File: src/rtl/gun_cursor_ctrl.sv
// Joystick-to-light-gun cursor: per-axis hold/accelerate FSMs with saturating positions.
// Optional analog absolute mode is compiled in with `define GUN_ANALOG_EN.
module gun_cursor_ctrl #(
    parameter int unsigned NUM_PLAYERS = 2,
    parameter int unsigned POS_W       = 6,
    parameter int unsigned DIV_MAX     = 3,
    parameter int unsigned ACCEL_STEPS = 8,
    parameter int unsigned MAX_STEP    = 4
) (
    input  logic                         clk_sys,
    input  logic                         reset,
    input  logic                         tick,
    input  logic [4*NUM_PLAYERS-1:0]     joy_dir,
    input  logic [NUM_PLAYERS-1:0]       recenter,
    input  logic [NUM_PLAYERS-1:0]       ana_en,
    input  logic [8*NUM_PLAYERS-1:0]     ana_x,
    input  logic [8*NUM_PLAYERS-1:0]     ana_y,
    output logic [POS_W*NUM_PLAYERS-1:0] gun_h,
    output logic [POS_W*NUM_PLAYERS-1:0] gun_v,
    output logic [NUM_PLAYERS-1:0]       moving
);

    localparam int unsigned DIV_W = $clog2(DIV_MAX + 1);
    localparam int unsigned RUN_W = $clog2(ACCEL_STEPS + 1);

    localparam logic [POS_W-1:0] CENTRE    = {1'b1, {(POS_W-1){1'b0}}};
    localparam logic [POS_W-1:0] STEP_ONE  = POS_W'(1);
    localparam logic [POS_W-1:0] STEP_MAX  = POS_W'(MAX_STEP);
    localparam logic [POS_W-1:0] STEP_HALF = POS_W'(MAX_STEP / 2);
    localparam logic [DIV_W-1:0] DIV_LAST  = DIV_W'(DIV_MAX - 1);
    localparam logic [RUN_W-1:0] RUN_LAST  = RUN_W'(ACCEL_STEPS - 1);

    typedef enum logic [0:0] {StIdle, StHold} axis_st_e;

    logic [NUM_PLAYERS-1:0] hold_h;
    logic [NUM_PLAYERS-1:0] hold_v;

`ifndef GUN_ANALOG_EN
    logic unused_ana;
    assign unused_ana = ^{ana_en, ana_x, ana_y};
`endif

    // Axis a belongs to player a/2; even axes are horizontal, odd are vertical.
    for (genvar a = 0; a < 2 * NUM_PLAYERS; a++) begin : g_axis
        localparam int unsigned P    = a / 2;
        localparam bit          IS_V = (a % 2) == 1;

        logic             neg;
        logic             pos;
        logic             active;
        axis_st_e         st_q;
        logic             dir_q;
        logic [DIV_W-1:0] div_q;
        logic [RUN_W-1:0] run_q;
        logic [POS_W-1:0] step_q;
        logic [POS_W-1:0] pos_q;
        logic [POS_W-1:0] pos_mv;
        logic [POS_W:0]   sum;
        logic [POS_W:0]   diff;

        assign neg    = IS_V ? joy_dir[4*P+3] : joy_dir[4*P+1];
        assign pos    = IS_V ? joy_dir[4*P+2] : joy_dir[4*P];
        assign active = pos ^ neg;

        // One extra bit catches overflow past the top and borrow below zero.
        assign sum    = {1'b0, pos_q} + {1'b0, step_q};
        assign diff   = {1'b0, pos_q} - {1'b0, step_q};
        assign pos_mv = pos ? (sum[POS_W]  ? '1 : sum[POS_W-1:0])
                            : (diff[POS_W] ? '0 : diff[POS_W-1:0]);

`ifdef GUN_ANALOG_EN
        logic [7:0] ana_raw;
        logic [7:0] ana_off;
        assign ana_raw = IS_V ? ana_y[8*P +: 8] : ana_x[8*P +: 8];
        assign ana_off = ana_raw ^ 8'h80;
`endif

        always_ff @(posedge clk_sys) begin
            if (reset || recenter[P]) begin
                st_q   <= StIdle;
                dir_q  <= 1'b0;
                div_q  <= '0;
                run_q  <= '0;
                step_q <= STEP_ONE;
                pos_q  <= CENTRE;
`ifdef GUN_ANALOG_EN
            end else if (tick && ana_en[P]) begin
                st_q   <= StIdle;
                div_q  <= '0;
                run_q  <= '0;
                step_q <= STEP_ONE;
                pos_q  <= ana_off[7 -: POS_W];
`endif
            end else if (tick) begin
                case (st_q)
                    StIdle: begin
                        // step_q is always 1 here, so pos_mv is a unit move.
                        if (active) begin
                            pos_q  <= pos_mv;
                            dir_q  <= pos;
                            div_q  <= '0;
                            run_q  <= '0;
                            step_q <= STEP_ONE;
                            st_q   <= StHold;
                        end
                    end
                    StHold: begin
                        if (!active || (pos != dir_q)) begin
                            st_q   <= StIdle;
                            div_q  <= '0;
                            run_q  <= '0;
                            step_q <= STEP_ONE;
                        end else if (div_q == DIV_LAST) begin
                            pos_q <= pos_mv;
                            div_q <= '0;
                            if (run_q == RUN_LAST) begin
                                step_q <= (step_q >= STEP_HALF) ? STEP_MAX : (step_q << 1);
                                run_q  <= '0;
                            end else begin
                                run_q <= run_q + 1'b1;
                            end
                        end else begin
                            div_q <= div_q + 1'b1;
                        end
                    end
                    default: st_q <= StIdle;
                endcase
            end
        end

        if (IS_V) begin : g_v
            assign gun_v[POS_W*P +: POS_W] = pos_q;
            assign hold_v[P]               = (st_q == StHold);
        end else begin : g_h
            assign gun_h[POS_W*P +: POS_W] = pos_q;
            assign hold_h[P]               = (st_q == StHold);
        end
    end

    assign moving = hold_h | hold_v;

endmodule

File: config.mk
export PLATFORM = sky130hd
export DESIGN_NAME = gun_cursor_ctrl
export DESIGN_NICKNAME = d
export VERILOG_FILES = /design/src/rtl/gun_cursor_ctrl.sv
export SDC_FILE = /design/constraint.sdc
export NUM_CORES = 1
export LEC_CHECK = 0
export ABC_AREA = 1
export BUFFER_PORTS_ARGS = -buffer_cell sky130_fd_sc_hd__buf_2
export CORE_MARGIN = 1
export CORE_UTILIZATION = 58
export CTS_CLUSTER_SIZE = 25
export DETAILED_ROUTE_END_ITERATION = 12
export GPL_ROUTABILITY_DRIVEN = 0
export PLACE_DENSITY = 0.87
export RECOVER_POWER = 100
export SYNTH_ARGS = -nofsm -noshare
export SYNTH_HDL_FRONTEND = slang
export SYNTH_SLANG_ARGS = --single-unit
File: constraint.sdc
create_clock -name clk_sys -period 3.3 [get_ports clk_sys]
set_clock_uncertainty 0.15 [all_clocks]
set_input_delay 0.66 -clock clk_sys [delete_from_list [all_inputs] [get_ports clk_sys]]
set_output_delay 0.66 -clock clk_sys [all_outputs]
set_load 0.1 [all_outputs]
==> results of run 1 <==
layer usage:
layer	wire (um)	part of all wire, %	vias up	global-route usage [%]
li1	-	-	3008	-
met1	6200	47	2579	31.5
met2	6200	47	104	42.1
met3	477	3.6	19	3.57
met4	226	1.7	0	10.6
met5	0	0	-	0
synthesized netlist by cell type (2+ instances only):
| library cell | instances | share of area [%] |
|---|---|---|
| nand3b_1 | 5 | 0.62 |
| nand3_1 | 92 | 7.6 |
| fa_1 | 8 | 2.6 |
| a21oi_4 | 2 | 0.53 |
| buf_2 | 7 | 0.58 |
| nor2_1 | 108 | 6.7 |
| nor3b_1 | 3 | 0.37 |
| ha_1 | 52 | 11 |
| buf_6 | 5 | 0.92 |
| o21bai_1 | 3 | 0.37 |
| o21ai_4 | 2 | 0.53 |
| dfxtp_1 | 80 | 26 |
| clkbuf_1 | 4 | 0.25 |
| xor2_1 | 15 | 2.2 |
| o21ai_1 | 8 | 0.66 |
| nand3_2 | 3 | 0.49 |
| a21oi_2 | 4 | 0.58 |
| o211ai_1 | 4 | 0.49 |
| inv_4 | 4 | 0.41 |
| o21ai_0 | 27 | 2.2 |
| inv_2 | 13 | 0.80 |
| a21o_1 | 3 | 0.37 |
| nor3_1 | 9 | 0.74 |
| nor2_2 | 7 | 0.72 |
| nor2_4 | 3 | 0.55 |
| a21oi_1 | 62 | 5.1 |
| xnor2_1 | 2 | 0.29 |
| o21ai_2 | 4 | 0.58 |
| inv_1 | 125 | 7.7 |
| nand2_2 | 22 | 2.3 |
| nand2_1 | 215 | 13 |
| buf_4 | 2 | 0.25 |
| nand4_1 | 17 | 1.7 |
layout make-up:
class / count / area (sq um)
clock inverters: 5 / 105
repair buffers: 40 / 163
well taps: 136 / 170
inverters: 142 / 542
flip-flops and latches: 80 / 1600
multi-input cells: 685 / 3770
clock buffers: 10 / 138
fillers: 981 / 3740
stage by stage:
step / setup slack [ns] / utilization, % / power [W]
2_1_floorplan: 0.834 / - / 0.00146
6_report: 0.533 / 63.5 / 0.00241
3_5_place_dp: 1.00 / 62.0 / 0.00155
3_3_place_gp: 1.06 / 62.0 / 0.00154
5_1_grt: 0.468 / 63.5 / 0.00253
4_1_cts: 0.987 / 64.4 / 0.00244
flip-flops by register name, summed over array words and instances (netlist names):
name,cells
g_axis.run_q,16
g_axis.pos_q,24
g_axis.step_q,24
g_axis.st_q,4
g_axis.dir_q,4
g_axis.div_q,8
cells by family after synthesis:
logic type	count (synthesis)	share of synthesized area (%)
AND/OR/NAND/NOR	487	35.4
buffers and inverters	160	10.9
AO/OA/AOI/OAI	121	11.6
flip-flops	80	26.3
adder cells (fa/ha/maj)	60	13.3
XOR/XNOR	17	2.44
report_power, final:
group | internal (W) | switching [W]
clock network | 0.000519 | 0.000379
logic | 0.000142 | 0.000361
registers | 0.000986 | 0.0000274
total | 0.00165 | 0.000767
worst paths after layout:
kind,start,end,cells past startpoint
max,g_axis[2].st_q$_SDFFE_PP0P_,moving[1],3
min,g_axis[2].step_q[5]$_SDFFE_PP0P_,g_axis[2].step_q[5]$_SDFFE_PP0P_,2
max reg2reg,g_axis[3].dir_q$_SDFFE_PP0P_,g_axis[3].pos_q[4]$_SDFFE_PP0P_,6
min reg2reg,g_axis[2].step_q[5]$_SDFFE_PP0P_,g_axis[2].step_q[5]$_SDFFE_PP0P_,2
critical path, stage by stage (launching register included):
cell and delay [ns]:
dfxtp_1 0.43, inv_1 0.17, nand2_1 0.13, clkbuf_1 0.87
cells in the final DEF, fill, tap and decap left out, types with 9 or more instances in the layout:
master	count
nand2_1	223
inv_1	130
nor2_1	111
nand3_1	92
dfxtp_1	80
a21oi_1	62
ha_1	52
clkbuf_1	32
o21ai_0	31
nand4_1	17
xor2_1	15
nand2_2	14
clkbuf_8	10
nor3_1	9
==> results.toml, run 1 <==
[hold_path]
hp-class = "reg2reg"

[sta]
setup_viol = 0
clock.fmax_mhz = 361
rsz0062_at_grt = "no"
worstMarginPinSlew_ns = 1.18
finalSetupTns_ns = 0
hold_slack_ns = 0.334
slew_headroom_pct = 21.7
min_period_ns = 2.77
drv_slew = 0
post-route-period-util_pct = 83.8
hold_viol = 0

[global_routing]
grt_max_degree = 21
grt_usage_pct = 24.9
grt_pass1_vias = 5197
grt_pass1_wl_um = 22400
grt_overflow = 0
antenna_found_initial = 0

[synthesis]
async_flop_share_pct = 0
synth_ff_type = "dfxtp_1"
syn-num-nets = 1032
ys_ff_latch = 80
syn_avg_cell_area_sq_um = 6.59
syn_area_sq_um = 6090
ys_types = 38
synth_edf_count = 0
syn_inst = 925
ys.warnings.count = 0
synth_seq_area_share_pct = 26.3

[die]
rows = 37
coreArea_sq_um = 10200
die-area_sq_um = 10900
die_y_um = 104
die_x_um = 104
io_pins = 73
initial_utilization_pct = 59.5

[critical_path]
critPathCaptureType = "output port"
crit_type = "reg2out"
crit_required_ns = 2.49
arrival_ns = 1.96
rrSetupSlack_ns = 1.09
critPathLaunchType = "register"
path_max_fanout = 5

[cts]
hold_buffers = 0
h-tree-depth = 3
cts_resized = 0
numClockSinks = 80
cts_buffers = 9
root_buffer = "clkbuf_8"
clk_latency_ns = 0.37
clock_path_buffers = 2
clk_pin_slew_ns = 0.08
post_cts_buffers = 0
cts_tree = "built"

[placed_design]
place_area_sq_um = 6350
placedCellCount = 1083
numPortBuffers = 38
post-dp-hpwl_um = 9820

[route]
antenna_left = 0
drt-initial-drc-count = 271
vias = 5710
post-route-drc-count = 0
wirelength_um = 13100
routedWlPerCell_um = 11.9
vias_per_cell = 5.20
drt_pass1_iterations = 5

[final_layout]
area_growth_pct = 6.59
num-nets-final = 1065
final_cell_area_sq_um = 6490
drive_gt1_share_pct = 7.28
finalNonFillerCells = 1098
diodes = 0

[outcome]
status = "finished clean"

[power]
power_density_nw_per_um2 = 372
p_leak_nw = 3.21
peakVddDrop_mv = 0.198

[run]
maxCapViolations = 0
(Power assumes the default switching activity.)
==> run 2, diff against run 1 <==
clock period = 2.7 ns   (was 3.3 ns; I/O delays follow)
==> results.toml, run 2 (synthesis gave the netlist of run 1 again) <==
[final_layout]
final_cell_area_sq_um = 6430
reg.largest.list = "g_axis.pos_q x24, g_axis.step_q x24, g_axis.run_q x16"
layout_common_cells = "nand2_1 (228), inv_1 (132), nor2_1 (115)"
layout_commonest_cell = "nand2_1"
drive_gt1_share_pct = 7.26
ff_latch_area_sq_um = 1600
diodes = 0
nFillCells = 971
area_growth_pct = 5.48
num-nets-final = 1066
multi_input_area_sq_um = 3750
finalNonFillerCells = 1100
fin_util_pct = 62.8

[cts]
clk_pin_slew_ns = 0.09
clock_path_buffers = 2
post_cts_buffers = 0
cts_buffers = 9
numClockSinks = 80
root_buffer = "clkbuf_8"
clk_latency_ns = 0.37
hold_buffers = 0
cts_tree = "built"
cts_resized = 0
h-tree-depth = 3

[die]
initial_utilization_pct = 59.5
die_y_um = 104
io_pins = 73
die_x_um = 104
coreArea_sq_um = 10200
die-area_sq_um = 10900
rows = 37

[route]
routedWlPerCell_um = 11.6
wirelength_um = 12700
post-route-drc-count = 0
antenna_left = 0
vias_per_cell = 5.28
vias = 5806
drt-initial-drc-count = 226
drt_pass1_iterations = 5

[global_routing]
antenna_found_initial = 0
grt_usage_pct = 23.9
grt_pass1_vias = 5031
grt_overflow = 0
grt_max_degree = 20
grt_pass1_wl_um = 21700

[hold_path]
hold_end = "g_axis[2].step_q[5]$_SDFFE_PP0P_"
hp-start = "g_axis[2].step_q[5]$_SDFFE_PP0P_"
hold_path_depth = 2
hp-class = "reg2reg"

[critical_path]
critPathLaunchType = "register"
r2r-end = "g_axis[2].pos_q[5]$_SDFFE_PP1P_"
slowest_stage = "clkbuf_1"
critical-path-top-delay-family = "buffers and inverters"
arrival_ns = 1.67
rr_worst_depth = 12
path_max_fanout = 4
rrSetupSlack_ns = 0.52
cp_cell_sequence = "clkbuf_1"
rr_startpoint = "g_axis[2].pos_q[0]$_SDFFE_PP0P_"
crit_required_ns = 2.01
crit_type = "reg2out"
critPathCaptureType = "output port"
critPathMaxStageDelay_ns = 0.89
path_buf_inv = 1

[sta]
finalSetupTns_ns = 0
hold_slack_ns = 0.332
post-route-period-util_pct = 87.4
rsz0062_at_grt = "no"
slew_headroom_pct = 21.9
min_period_ns = 2.36
hold_viol = 0
worstMarginPinSlew_ns = 1.18
drv_slew = 0
setup_viol = 0
clock.fmax_mhz = 424

[power]
power_density_nw_per_um2 = 417
peakVddDrop_mv = 0.225
p_leak_nw = 3.21

[placed_design]
placedCellCount = 1084
place_area_sq_um = 6350
post-dp-hpwl_um = 9670
numPortBuffers = 38

[run]
maxCapViolations = 0

[outcome]
status = "finished clean"
run 2: cell count changes in the layout (fill, tap and decap cells not counted), moves of 4 or more:
| cell | previous run | this run |
|---|---|---|
| nand2_2 | 14 | 9 |
| nand2_1 | 223 | 228 |
| clkbuf_2 | 0 | 6 |
| clkbuf_1 | 32 | 24 |
| nor2_1 | 111 | 115 |
run 2: worst max path at each step:
stage / cells past startpoint / from / endpoint / slack [ns]
after global placement: 10 / joy_dir[6] / g_axis[3].pos_q[1]$_SDFFE_PP0P_ / 0.66
after CTS: 3 / g_axis[2].st_q$_SDFFE_PP0P_ / moving[1] / 0.50
after detailed placement: 10 / joy_dir[6] / g_axis[3].pos_q[1]$_SDFFE_PP0P_ / 0.64
final: 1 / g_axis[1].pos_q[2]$_SDFFE_PP0P_ / gun_v[2] / 0.34
after global routing: 11 / joy_dir[0] / g_axis[0].pos_q[4]$_SDFFE_PP0P_ / 0.23
after floorplan: 12 / g_axis[2].pos_q[0]$_SDFFE_PP0P_ / g_axis[2].pos_q[3]$_SDFFE_PP0P_ / 0.23
run 2: area by class of cell:
class / instances / area share [%]
repair buffers: 41 / 2.84
clock inverters: 7 / 0.876
inverters: 142 / 8.41
well taps: 136 / 2.65
flip-flops and latches: 80 / 24.9
clock buffers: 9 / 1.93
multi-input cells: 685 / 58.4
run 2: per-stage QoR:
stage	total power (W)	setup slack, ns
2_1_floorplan	0.00178	0.234
3_3_place_gp	0.00188	0.658
3_5_place_dp	0.00189	0.638
4_1_cts	0.00271	0.498
5_1_grt	0.00281	0.227
6_report	0.00268	0.340
run 2: where the power goes:
part / internal (W) / switching [W]
Sequential: 0.00121 / 0.0000330
Clock: 0.000341 / 0.000490
Combinational: 0.000173 / 0.000436
Total: 0.00172 / 0.000959
run 2: routing by layer:
layer,vias to the layer above,track usage [%],share of wire [%]
li1,3020,-,-
met1,2633,30.9,48
met2,132,40.5,46
met3,21,2.88,4.3
met4,0,8.88,1.6
met5,-,0,0
==> run 3, diff against run 2 <==
CORE_UTILIZATION = 55   (was 58)
PLACE_DENSITY = 0.83   (was 0.87)
==> results.toml, run 3 (synthesis gave the netlist of run 1 again) <==
[route]
vias = 5668
post-route-drc-count = 0
drt-initial-drc-count = 281
drt_pass1_iterations = 6
routedWlPerCell_um = 11.5
vias_per_cell = 5.13
antenna_left = 0
wirelength_um = 12700

[placed_design]
numPortBuffers = 38
post-dp-hpwl_um = 9840
pre_cts_slack_ns = 0.621

[sta]
post-route-period-util_pct = 87.3
slew_headroom_pct = 22.9
clock.fmax_mhz = 424
min_period_ns = 2.36
worstMarginPinSlew_ns = 1.16
hold_viol = 0
finalSetupTns_ns = 0
setup_viol = 0
drv_slew = 0
fin_ws_ns = 0.344
rsz0062_at_grt = "no"

[cts]
cts_buffers = 9
numClockSinks = 80
cts_resized = 0
cts_tree = "built"
post_cts_buffers = 0
hold_buffers = 0
clk_pin_slew_ns = 0.08
h-tree-depth = 3
root_buffer = "clkbuf_8"
clk_latency_ns = 0.37
clock_path_buffers = 2

[final_layout]
drive_gt1_share_pct = 7.37
area_growth_pct = 6.20
reg.largest.list = "g_axis.pos_q x24, g_axis.step_q x24, g_axis.run_q x16"
layout_common_cells = "nand2_1 (227), inv_1 (131), nor2_1 (115)"
layout_commonest_cell = "nand2_1"
nFillCells = 1006
num-nets-final = 1066
diodes = 0

[critical_path]
path_buf_inv = 1
rr_worst_depth = 12
critPathCaptureType = "output port"
crit_type = "reg2out"
worst-path-stages = 1
arrival_ns = 1.67
rrSetupSlack_ns = 0.56
worstSetupStartpoint = "g_axis[2].pos_q[2]$_SDFFE_PP0P_"
rr_startpoint = "g_axis[2].pos_q[0]$_SDFFE_PP0P_"
r2r-end = "g_axis[2].pos_q[5]$_SDFFE_PP1P_"
cp_cell_sequence = "clkbuf_1"
critPathLaunchType = "register"
crit_required_ns = 2.01
slowest_stage = "clkbuf_1"
path_max_fanout = 4
endpoint = "gun_h[8]"
critical-path-top-delay-family = "buffers and inverters"
critPathMaxStageDelay_ns = 0.88

[run]
maxCapViolations = 0

[die]
io_pins = 73
rows = 38
die_y_um = 107
initial_utilization_pct = 56.4
coreArea_sq_um = 10800
die-area_sq_um = 11500
die_x_um = 107

[outcome]
status = "finished clean"

[power]
power_density_nw_per_um2 = 439
p_leak_nw = 3.24
peakVddDrop_mv = 0.361

[global_routing]
antenna_found_initial = 0
grt_pass1_wl_um = 22000
grt_overflow = 0
grt_usage_pct = 23.7
grt_pass1_vias = 5130
grt_max_degree = 20

[hold_path]
hp-class = "reg2reg"
==> run 3: changes by cell type in the layout (fill, tap and decap cells not counted), sizes merged <==
cell / delta
clkinv: +2
bufinv: +2
inv: -2
clkinvlp: -3
clkbuf: +1
==> run 3: report_power, final <==
part	switching [W]	internal (W)
registers	0.0000331	0.00121
clock network	0.000451	0.000541
logic	0.000435	0.000174
total	0.000919	0.00192
==> run 3: layer usage <==
metal	vias to the layer above	track usage, %	part of all wire (%)
met5	-	0	0
met4	0	6.85	0.95
met3	11	5.84	4.8
met2	130	41.0	47
met1	2499	29.1	47
li1	3028	-	-
==> run 3: how the worst min path moves through the flow <==
stage | end | start | cells past startpoint | slack, ns
floorplan | g_axis[1].step_q[4]$_SDFFE_PP0P_ | g_axis[1].step_q[4]$_SDFFE_PP0P_ | 2 | 0.30
global placement | g_axis[3].div_q[1]$_SDFFE_PP0P_ | g_axis[3].div_q[0]$_SDFFE_PP0P_ | 2 | 0.31
detailed placement | g_axis[1].step_q[4]$_SDFFE_PP0P_ | g_axis[1].step_q[4]$_SDFFE_PP0P_ | 2 | 0.32
CTS | g_axis[2].step_q[5]$_SDFFE_PP0P_ | g_axis[2].step_q[5]$_SDFFE_PP0P_ | 2 | 0.34
global route | g_axis[2].step_q[5]$_SDFFE_PP0P_ | g_axis[2].step_q[5]$_SDFFE_PP0P_ | 2 | 0.36
finish | g_axis[2].step_q[5]$_SDFFE_PP0P_ | g_axis[2].step_q[5]$_SDFFE_PP0P_ | 2 | 0.33
==> run 3: through the flow <==
step	instances	hold slack, ns	instance area, sq um	util, %	total power [W]
floorplan	925	0.300	6090	-	0.00178
global placement	1088	0.314	6360	58.9	0.00188
detailed placement	1088	0.322	6360	58.9	0.00189
CTS	1104	0.337	6580	61.0	0.00290
global route	1104	0.361	6470	59.9	0.00299
finish	1104	0.335	6470	59.9	0.00284
==> run 3: tightest hold or removal path: cells and delay by family (launching register included) <==
kind	cells	cell delay (ns)
simple gates	1	0.04
buf+inv	1	0.07
flops	1	0.33
==> run 3: layout make-up <==
class / count / area (sq um) / area share, %
multi-input cells: 685 / 3750 / 58.0
repair buffers: 41 / 183 / 2.82
clock inverters: 6 / 82.6 / 1.28
inverters: 142 / 541 / 8.35
well taps: 140 / 175 / 2.71
clock buffers: 10 / 138 / 2.13
flip-flops and latches: 80 / 1600 / 24.8
